$ cat config.mk
export PLATFORM = sky130hd
export DESIGN_NAME = riscv_multicycle_controller
export DESIGN_NICKNAME = d
export VERILOG_FILES = /design/src/rtl/riscv_multicycle_controller.sv
export SDC_FILE = /design/constraint.sdc
export NUM_CORES = 1
export LEC_CHECK = 0
export ABC_AREA = 1
export CAP_MARGIN = 20
export CORE_ASPECT_RATIO = 1.25
export CORE_MARGIN = 2
export CORE_UTILIZATION = 34
export DETAILED_ROUTE_END_ITERATION = 8
export PLACE_DENSITY_LB_ADDON = 0.25
export SLEW_MARGIN = 15
export SYNTH_ARGS = -nofsm -noshare
export SYNTH_HDL_FRONTEND = slang
export SYNTH_SLANG_ARGS = --single-unit
$ cat constraint.sdc
create_clock -name clk -period 1.8 [get_ports clk]
set_input_delay 0.18 -clock clk [delete_from_list [all_inputs] [get_ports clk]]
set_output_delay 0.18 -clock clk [all_outputs]
set_load 0.02 [all_outputs]
$ cat src/rtl/riscv_multicycle_controller.sv
// Multicycle control FSM for an RV32I subset core (lw, sw, R-type, I-type ALU, beq, jal).
// Steps a shared-ALU / shared-memory datapath through one state per cycle and decodes
// every datapath enable and mux select from the current state and instruction fields.
//
// Ports:
//   clk, rst          clock, synchronous active-high reset
//   op, funct3,funct7 instruction fields from the instruction register
//   Zero              ALU zero flag (qualifies beq)
//   mem_ready         memory completes the current access this cycle
//   PCWrite, AdrSrc, MemWrite, IRWrite, RegWrite, ResultSrc, ALUSrcA, ALUSrcB,
//   ImmSrc, ALUControl datapath controls (combinational)
//   retire            pulse in the final cycle of each instruction
//   illegal           sticky unsupported-opcode flag
//   state_o           current state, for debug
module riscv_multicycle_controller #(
    parameter logic [3:0] RESET_STATE = 4'd0
) (
    input  logic       clk,
    input  logic       rst,
    input  logic [6:0] op,
    input  logic [2:0] funct3,
    input  logic [6:0] funct7,
    input  logic       Zero,
    input  logic       mem_ready,
    output logic       PCWrite,
    output logic       AdrSrc,
    output logic       MemWrite,
    output logic       IRWrite,
    output logic       RegWrite,
    output logic [1:0] ResultSrc,
    output logic [1:0] ALUSrcA,
    output logic [1:0] ALUSrcB,
    output logic [1:0] ImmSrc,
    output logic [2:0] ALUControl,
    output logic       retire,
    output logic       illegal,
    output logic [3:0] state_o
);

    typedef enum logic [3:0] {
        StFetch    = 4'd0,
        StDecode   = 4'd1,
        StMemAdr   = 4'd2,
        StMemRead  = 4'd3,
        StMemWb    = 4'd4,
        StMemWrite = 4'd5,
        StExecR    = 4'd6,
        StAluWb    = 4'd7,
        StExecI    = 4'd8,
        StJal      = 4'd9,
        StBeq      = 4'd10,
        StTrap     = 4'd11
    } state_e;

    localparam logic [6:0] OpLoad  = 7'b0000011;
    localparam logic [6:0] OpStore = 7'b0100011;
    localparam logic [6:0] OpRType = 7'b0110011;
    localparam logic [6:0] OpIType = 7'b0010011;
    localparam logic [6:0] OpJal   = 7'b1101111;
    localparam logic [6:0] OpBeq   = 7'b1100011;

    state_e     state_q, state_d;
    logic       illegal_q, illegal_d;
    logic [1:0] alu_op;
    logic       branch;
    logic       pc_update;

    // Only funct7[5] distinguishes add/sub.
    logic unused_funct7;
    assign unused_funct7 = ^{funct7[6], funct7[4:0]};

    always_comb begin
        state_d   = state_q;
        illegal_d = illegal_q;
        alu_op    = 2'b00;
        branch    = 1'b0;
        pc_update = 1'b0;
        AdrSrc    = 1'b0;
        MemWrite  = 1'b0;
        IRWrite   = 1'b0;
        RegWrite  = 1'b0;
        ResultSrc = 2'b00;
        ALUSrcA   = 2'b00;
        ALUSrcB   = 2'b00;
        retire    = 1'b0;
        case (state_q)
            StFetch: begin
                ALUSrcB   = 2'b10;
                ResultSrc = 2'b10;
                if (mem_ready) begin
                    IRWrite   = 1'b1;
                    pc_update = 1'b1;
                    state_d   = StDecode;
                end
            end
            StDecode: begin
                // Precompute the branch target into ALUOut.
                ALUSrcA = 2'b01;
                ALUSrcB = 2'b01;
                case (op)
                    OpLoad, OpStore: state_d = StMemAdr;
                    OpRType:         state_d = StExecR;
                    OpIType:         state_d = StExecI;
                    OpJal:           state_d = StJal;
                    OpBeq:           state_d = StBeq;
                    default: begin
                        state_d   = StTrap;
                        illegal_d = 1'b1;
                    end
                endcase
            end
            StMemAdr: begin
                ALUSrcA = 2'b10;
                ALUSrcB = 2'b01;
                state_d = (op == OpLoad) ? StMemRead : StMemWrite;
            end
            StMemRead: begin
                AdrSrc = 1'b1;
                if (mem_ready) state_d = StMemWb;
            end
            StMemWb: begin
                ResultSrc = 2'b01;
                RegWrite  = 1'b1;
                retire    = 1'b1;
                state_d   = StFetch;
            end
            StMemWrite: begin
                AdrSrc   = 1'b1;
                MemWrite = 1'b1;
                if (mem_ready) begin
                    retire  = 1'b1;
                    state_d = StFetch;
                end
            end
            StExecR: begin
                ALUSrcA = 2'b10;
                alu_op  = 2'b10;
                state_d = StAluWb;
            end
            StExecI: begin
                ALUSrcA = 2'b10;
                ALUSrcB = 2'b01;
                alu_op  = 2'b10;
                state_d = StAluWb;
            end
            StAluWb: begin
                RegWrite = 1'b1;
                retire   = 1'b1;
                state_d  = StFetch;
            end
            StJal: begin
                ALUSrcA   = 2'b01;
                ALUSrcB   = 2'b10;
                pc_update = 1'b1;
                state_d   = StAluWb;
            end
            StBeq: begin
                ALUSrcA = 2'b10;
                alu_op  = 2'b01;
                branch  = 1'b1;
                retire  = 1'b1;
                state_d = StFetch;
            end
            StTrap: state_d = StTrap;
            default: state_d = StFetch;
        endcase
    end

    always_comb begin
        ALUControl = 3'b000;
        case (alu_op)
            2'b01: ALUControl = 3'b001;
            2'b10: begin
                case (funct3)
                    3'b000:  ALUControl = (op[5] & funct7[5]) ? 3'b001 : 3'b000;
                    3'b010:  ALUControl = 3'b101;
                    3'b110:  ALUControl = 3'b011;
                    3'b111:  ALUControl = 3'b010;
                    default: ALUControl = 3'b000;
                endcase
            end
            default: ALUControl = 3'b000;
        endcase
    end

    always_comb begin
        case (op)
            OpStore: ImmSrc = 2'b01;
            OpBeq:   ImmSrc = 2'b10;
            OpJal:   ImmSrc = 2'b11;
            default: ImmSrc = 2'b00;
        endcase
    end

    assign PCWrite = pc_update | (branch & Zero);
    assign illegal = illegal_q;
    assign state_o = state_q;

    always_ff @(posedge clk) begin
        if (rst) begin
            state_q   <= state_e'(RESET_STATE);
            illegal_q <= 1'b0;
        end else begin
            state_q   <= state_d;
            illegal_q <= illegal_d;
        end
    end

endmodule

# [Word level (Yosys, flattened, before mapping)]
# Index checks and enable logic that the tools add are counted.
[totals] in_bits=21 reg_bits=5 word_cells=68
[op_classes] eq_ne=25 reduce_logical=15 muxes=22 bitwise=4
[op_table] op="$pmux W4 S7" count=1
[op_table] op="$pmux W4 S5" count=1
[op_table] op="$eq A4 B3 Y1 const B" count=4
[op_table] op="$eq A4 B4 Y1 const B" count=4
[op_table] op="$pmux W2 S2" count=4
[op_table] op="$eq A7 B6 Y1 const B" count=2
[op_table] op="$eq A7 B7 Y1 const B" count=2
[op_table] op="$mux W4" count=3
[op_table] op="$pmux W3 S4" count=1
[op_table] op="$reduce_or A2 Y1" count=6
[op_table] op="$reduce_or A3 Y1" count=3
[op_table] op="$eq A4 B2 Y1 const B" count=2
[op_table] op="$eq A7 B2 Y1 const B" count=1
[op_table] op="$eq A7 B5 Y1 const B" count=1
[op_table] op="$mux W1" count=7
[op_table] op="$eq A3 B3 Y1 const B" count=2
[op_table] op="$ne A2 B2 Y1 const B" count=3
[op_table] op="$pmux W2 S3" count=1
[op_table] op="$pmux W3 S2" count=1
[op_table] op="$reduce_or A6 Y1" count=1
[op_table] op="$eq A4 B1 Y1 const B" count=1
[op_table] op="$logic_not A4 Y1" count=1
[op_table] op="$pmux W1 S2" count=2
[op_table] op="$reduce_or A4 Y1" count=1
[op_table] op="10 further kinds" count=11

# [Depth between registers and ports, before layout]
[depth] word_depth=5 ltp_mapped=11

# [Worst setup path after synthesis]
# OpenSTA, ideal clock, no wires.
[synth_path] path_type="register to output" startpoint="reg state_q[1] (netlist: state_o[1])" endpoint="out ALUControl[2]" stages_incl_launch_ff=10 setup_slack_ns=-0.567 path_buffers=0 arrival_time_ns=2.187 required_time_ns=1.620 cell_sequence="dfxtp_1 inv_1 nor2_1 inv_1 nor2_1 inv_1 ha_1 nor2_1 inv_1 nor4_1"
[synth_between] elab_chain_len=5 elab_cells_between_ends=8 classes_between="eq/ne (5); mux (2); reduce/logical (1)"
[synth_rtl] element="from (decl)" line="62" source="state_e state_q, state_d;"
[synth_rtl] element="from (signal assigned)" line="201" source="state_q <= state_e'(RESET_STATE);"
[synth_rtl] element="from (signal assigned)" line="204" source="state_q <= state_d;"
[synth_rtl] element="$eq A4 B4 Y1 or $eq A4 B3 Y1 (tied branches)" line="86" source="case (state_q)"
[synth_rtl] element="$reduce_or A2 Y1 (no line)"
[synth_rtl] element="$pmux W2 S2 *" line="86"
[synth_rtl] element="$eq A2 B2 Y1 or $eq A2 B1 Y1 (tied branches)" line="171" source="case (alu_op)"
[synth_rtl] element="$pmux W3 S2 *" line="171"
[synth_rtl] element="to (decl)" line="34" source="output logic [2:0] ALUControl,"
# Every way passes the cells marked *; elsewhere a longest branch is shown, timed or not.

# [Worst setup path after layout]
[layout_path] startpoint="reg state_q[1] (netlist: state_o[1])" endpoint="out ALUControl[0]"
# The elaborated chain is that of the path after synthesis.

==> reports/results.ini <==
[clock_tree]
clk_pin_slew_ns=0.04
cts_buffer_depth=2
root_buffer=clkbuf_4
insertion_delay_ns=0.24
cts_tree=yes
h-tree-depth=1
cts_inserted_buffers=3
cts.sinks=5
postCtsHoldBufs=0

[placement]
gp_congestion=0.893
post-dp-hpwl_mm=1.91
dp_slack_ns=-0.441
place.port_buffers=36
dp_cells=205
post_dp_cell_area_um2=1270

[route]
num_vias=1002
via_per_inst=4.75
wl_per_cell_um=10.6
antenna_left=0
drc=0
drtPass1Iterations=4
first_iter_violations=14
drt_wl_total_mm=2.25

[worst_setup_path]
timing.rr.end=state_o[0]$_SDFFE_PP0P_
crit_start=state_o[1]$_SDFFE_PP0P_
crit_fanout=3
arrival_ns=1.72
slowest_stage=dfxtp_4
path_cells=inv_2, nor2_4, inv_2, nor2_4, inv_2, ha_4, nor2_4, inv_2, buf_4, o22ai_2, buf_6
critPathTopFamily=buffers and inverters
crit_required_ns=1.62
worstRegToRegCells=8
cp-end-kind=primary output
crit_type=reg -> out
cp_common_cell=inv_2
r2r_slack_ns=0.39
r2r_start=state_o[2]$_SDFFE_PP0P_
slowest_delay_ns=0.34
path_buf_inv=6
start_kind=flip-flop

[synthesis]
synth.yosys.seq_area_share_pct=16.1
synthCells=123
ys_seq_elements=5
synth_area_um2=623
synth.distinct_cells=19
syn_nets=146
synth.avg_cell_area_um2=5.07
yosysWarnings=0

[sta]
period_share_pct=105
rsz0062_at_grt=true
slew_headroom_pct=85.0
hold-worst-slack_ns=0.459
slew_violations=0
worst_pin_slew_ns=0.224
finalCriticalPeriod_ns=1.90
clock_skew_ns=0.00250
setup_violations=3
max_freq_ghz=0.527
tns_ns=-0.141
finalHoldViolations=0
setup_ws_ns=-0.0965

[pwr]
finalPower_mw=1.83
ir_worst_vdd_mv=1.38
power_leakage_nw=0.692
powerDensity_nw_per_um2=1390

[final_layout]
synthToLayoutAreaGrowth_pct=111
fin_nets=216
drive_gt1_share_pct=35.4
fin_cells=211
fin_area_um2=1320
antenna_cells=0
final_util_pct=75.5

[outcome]
status=finished with violations
violations=negative setup slack

[die]
pin_count=43
rows=17
initial_core_util_pct=35.7
die_area_um2=2190
die_w_um=42.3
core_area_um2=1740
die_y_um=51.9

[global_route]
grtUsageTotal_pct=23.0
grt_max_degree=6
antenna_found_initial=0
grt_pass1_wl_mm=3.91
first_global_vias=951
grt_overflow_total=0

[hold_path]
min_path_type=reg -> reg
whs_endpoint=illegal$_SDFFE_PP0P_
min_from=illegal$_SDFFE_PP0P_
holdPathStages=2

[run]
cap_violations=0

[worst register-to-register path, cell delays in order, from the launching register on]
cell and delay (ns):
dfxtp_4 0.36, buf_4 0.15, nor2_2 0.12, buf_4 0.15, nand2_1 0.08, nand2_2 0.08, o21ai_2 0.06, or2_1 0.22
a21oi_2 0.12
[state kept, by name (all words and copies together), names as in the netlist]
register	cells
illegal	1
state_o	4
[layer usage]
metal / GRT usage [%] / wire length, um
met1: 25.7 / 896
met2: 43.6 / 1230
met3: 2.08 / 88
met4: 10.4 / 27
met5: 0 / 0
[cells in the mapped netlist]
master | count | area share [%]
o22ai_1 | 1 | 1.0
nand2_2 | 1 | 1.0
nor4_1 | 1 | 1.0
a21oi_2 | 1 | 1.4
nor2_2 | 3 | 3.0
nand3_1 | 8 | 6.4
o21ai_2 | 1 | 1.4
dfxtp_1 | 5 | 16
o21ai_0 | 3 | 2.4
inv_2 | 3 | 1.8
a21oi_1 | 4 | 3.2
ha_1 | 2 | 4.0
inv_1 | 23 | 14
nor3_1 | 4 | 3.2
nand3b_1 | 1 | 1.2
nor2_1 | 21 | 13
nand2_1 | 37 | 22
or2_1 | 1 | 1.0
nand4_1 | 3 | 3.0
[kinds of logic after synthesis]
| group | count (synthesis) | synth area share, % |
|---|---|---|
| simple gates | 80 | 54.8 |
| buf+inv | 26 | 15.7 |
| compound gates | 10 | 9.44 |
| flops | 5 | 16.1 |
| fa+ha+maj | 2 | 4.02 |
[cells in the final DEF (no fill, tap or decap), drive strengths merged, types with 5 or more instances in the layout]
cell	n
a21oi	5
buf	32
clkbuf	6
clkdlybuf4s50	20
dfxtp	5
dlygate4sd2	10
inv	26
nand2	38
nand3	8
nor2	24
[timing repair]
action                                  in CTS  in global routing
gates resized for setup                     36                 11
pin swaps                                    2                  3
endpoints found under the setup margin      16                  7
setup buffers                                0                  2
hold endpoints to repair                     0                  0
[worst max-delay path by stage]
| stage | to | slack (ns) | cells past startpoint |
|---|---|---|---|
| 2_1_floorplan | ALUControl[2] | -0.0000009 | 9 |
| 3_3_place_gp | ALUControl[2] | -0.34 | 10 |
| 3_5_place_dp | ALUControl[2] | -0.44 | 10 |
| 4_1_cts | ALUControl[0] | -0.12 | 11 |
| 5_1_grt | ALUControl[0] | -0.20 | 11 |
| 6_report | ALUControl[0] | -0.1 | 11 |
[final cells by class]
| class | instances | area, um^2 |
|---|---|---|
| sequential | 5 | 113 |
| multi-input combinational | 92 | 504 |
| timing repair buffer | 65 | 552 |
| clock buffer | 4 | 26.3 |
| inverter | 26 | 97.6 |
| fill | 147 | 428 |
| tap | 19 | 23.8 |
[report_power, final]
group	switching [mW]	internal (mW)	total, mW
logic	0.828	0.636	1.46
registers	0.0540	0.177	0.231
clock network	0.0475	0.0839	0.131
total	0.929	0.897	1.83
Power figures use the tool's default switching activity.
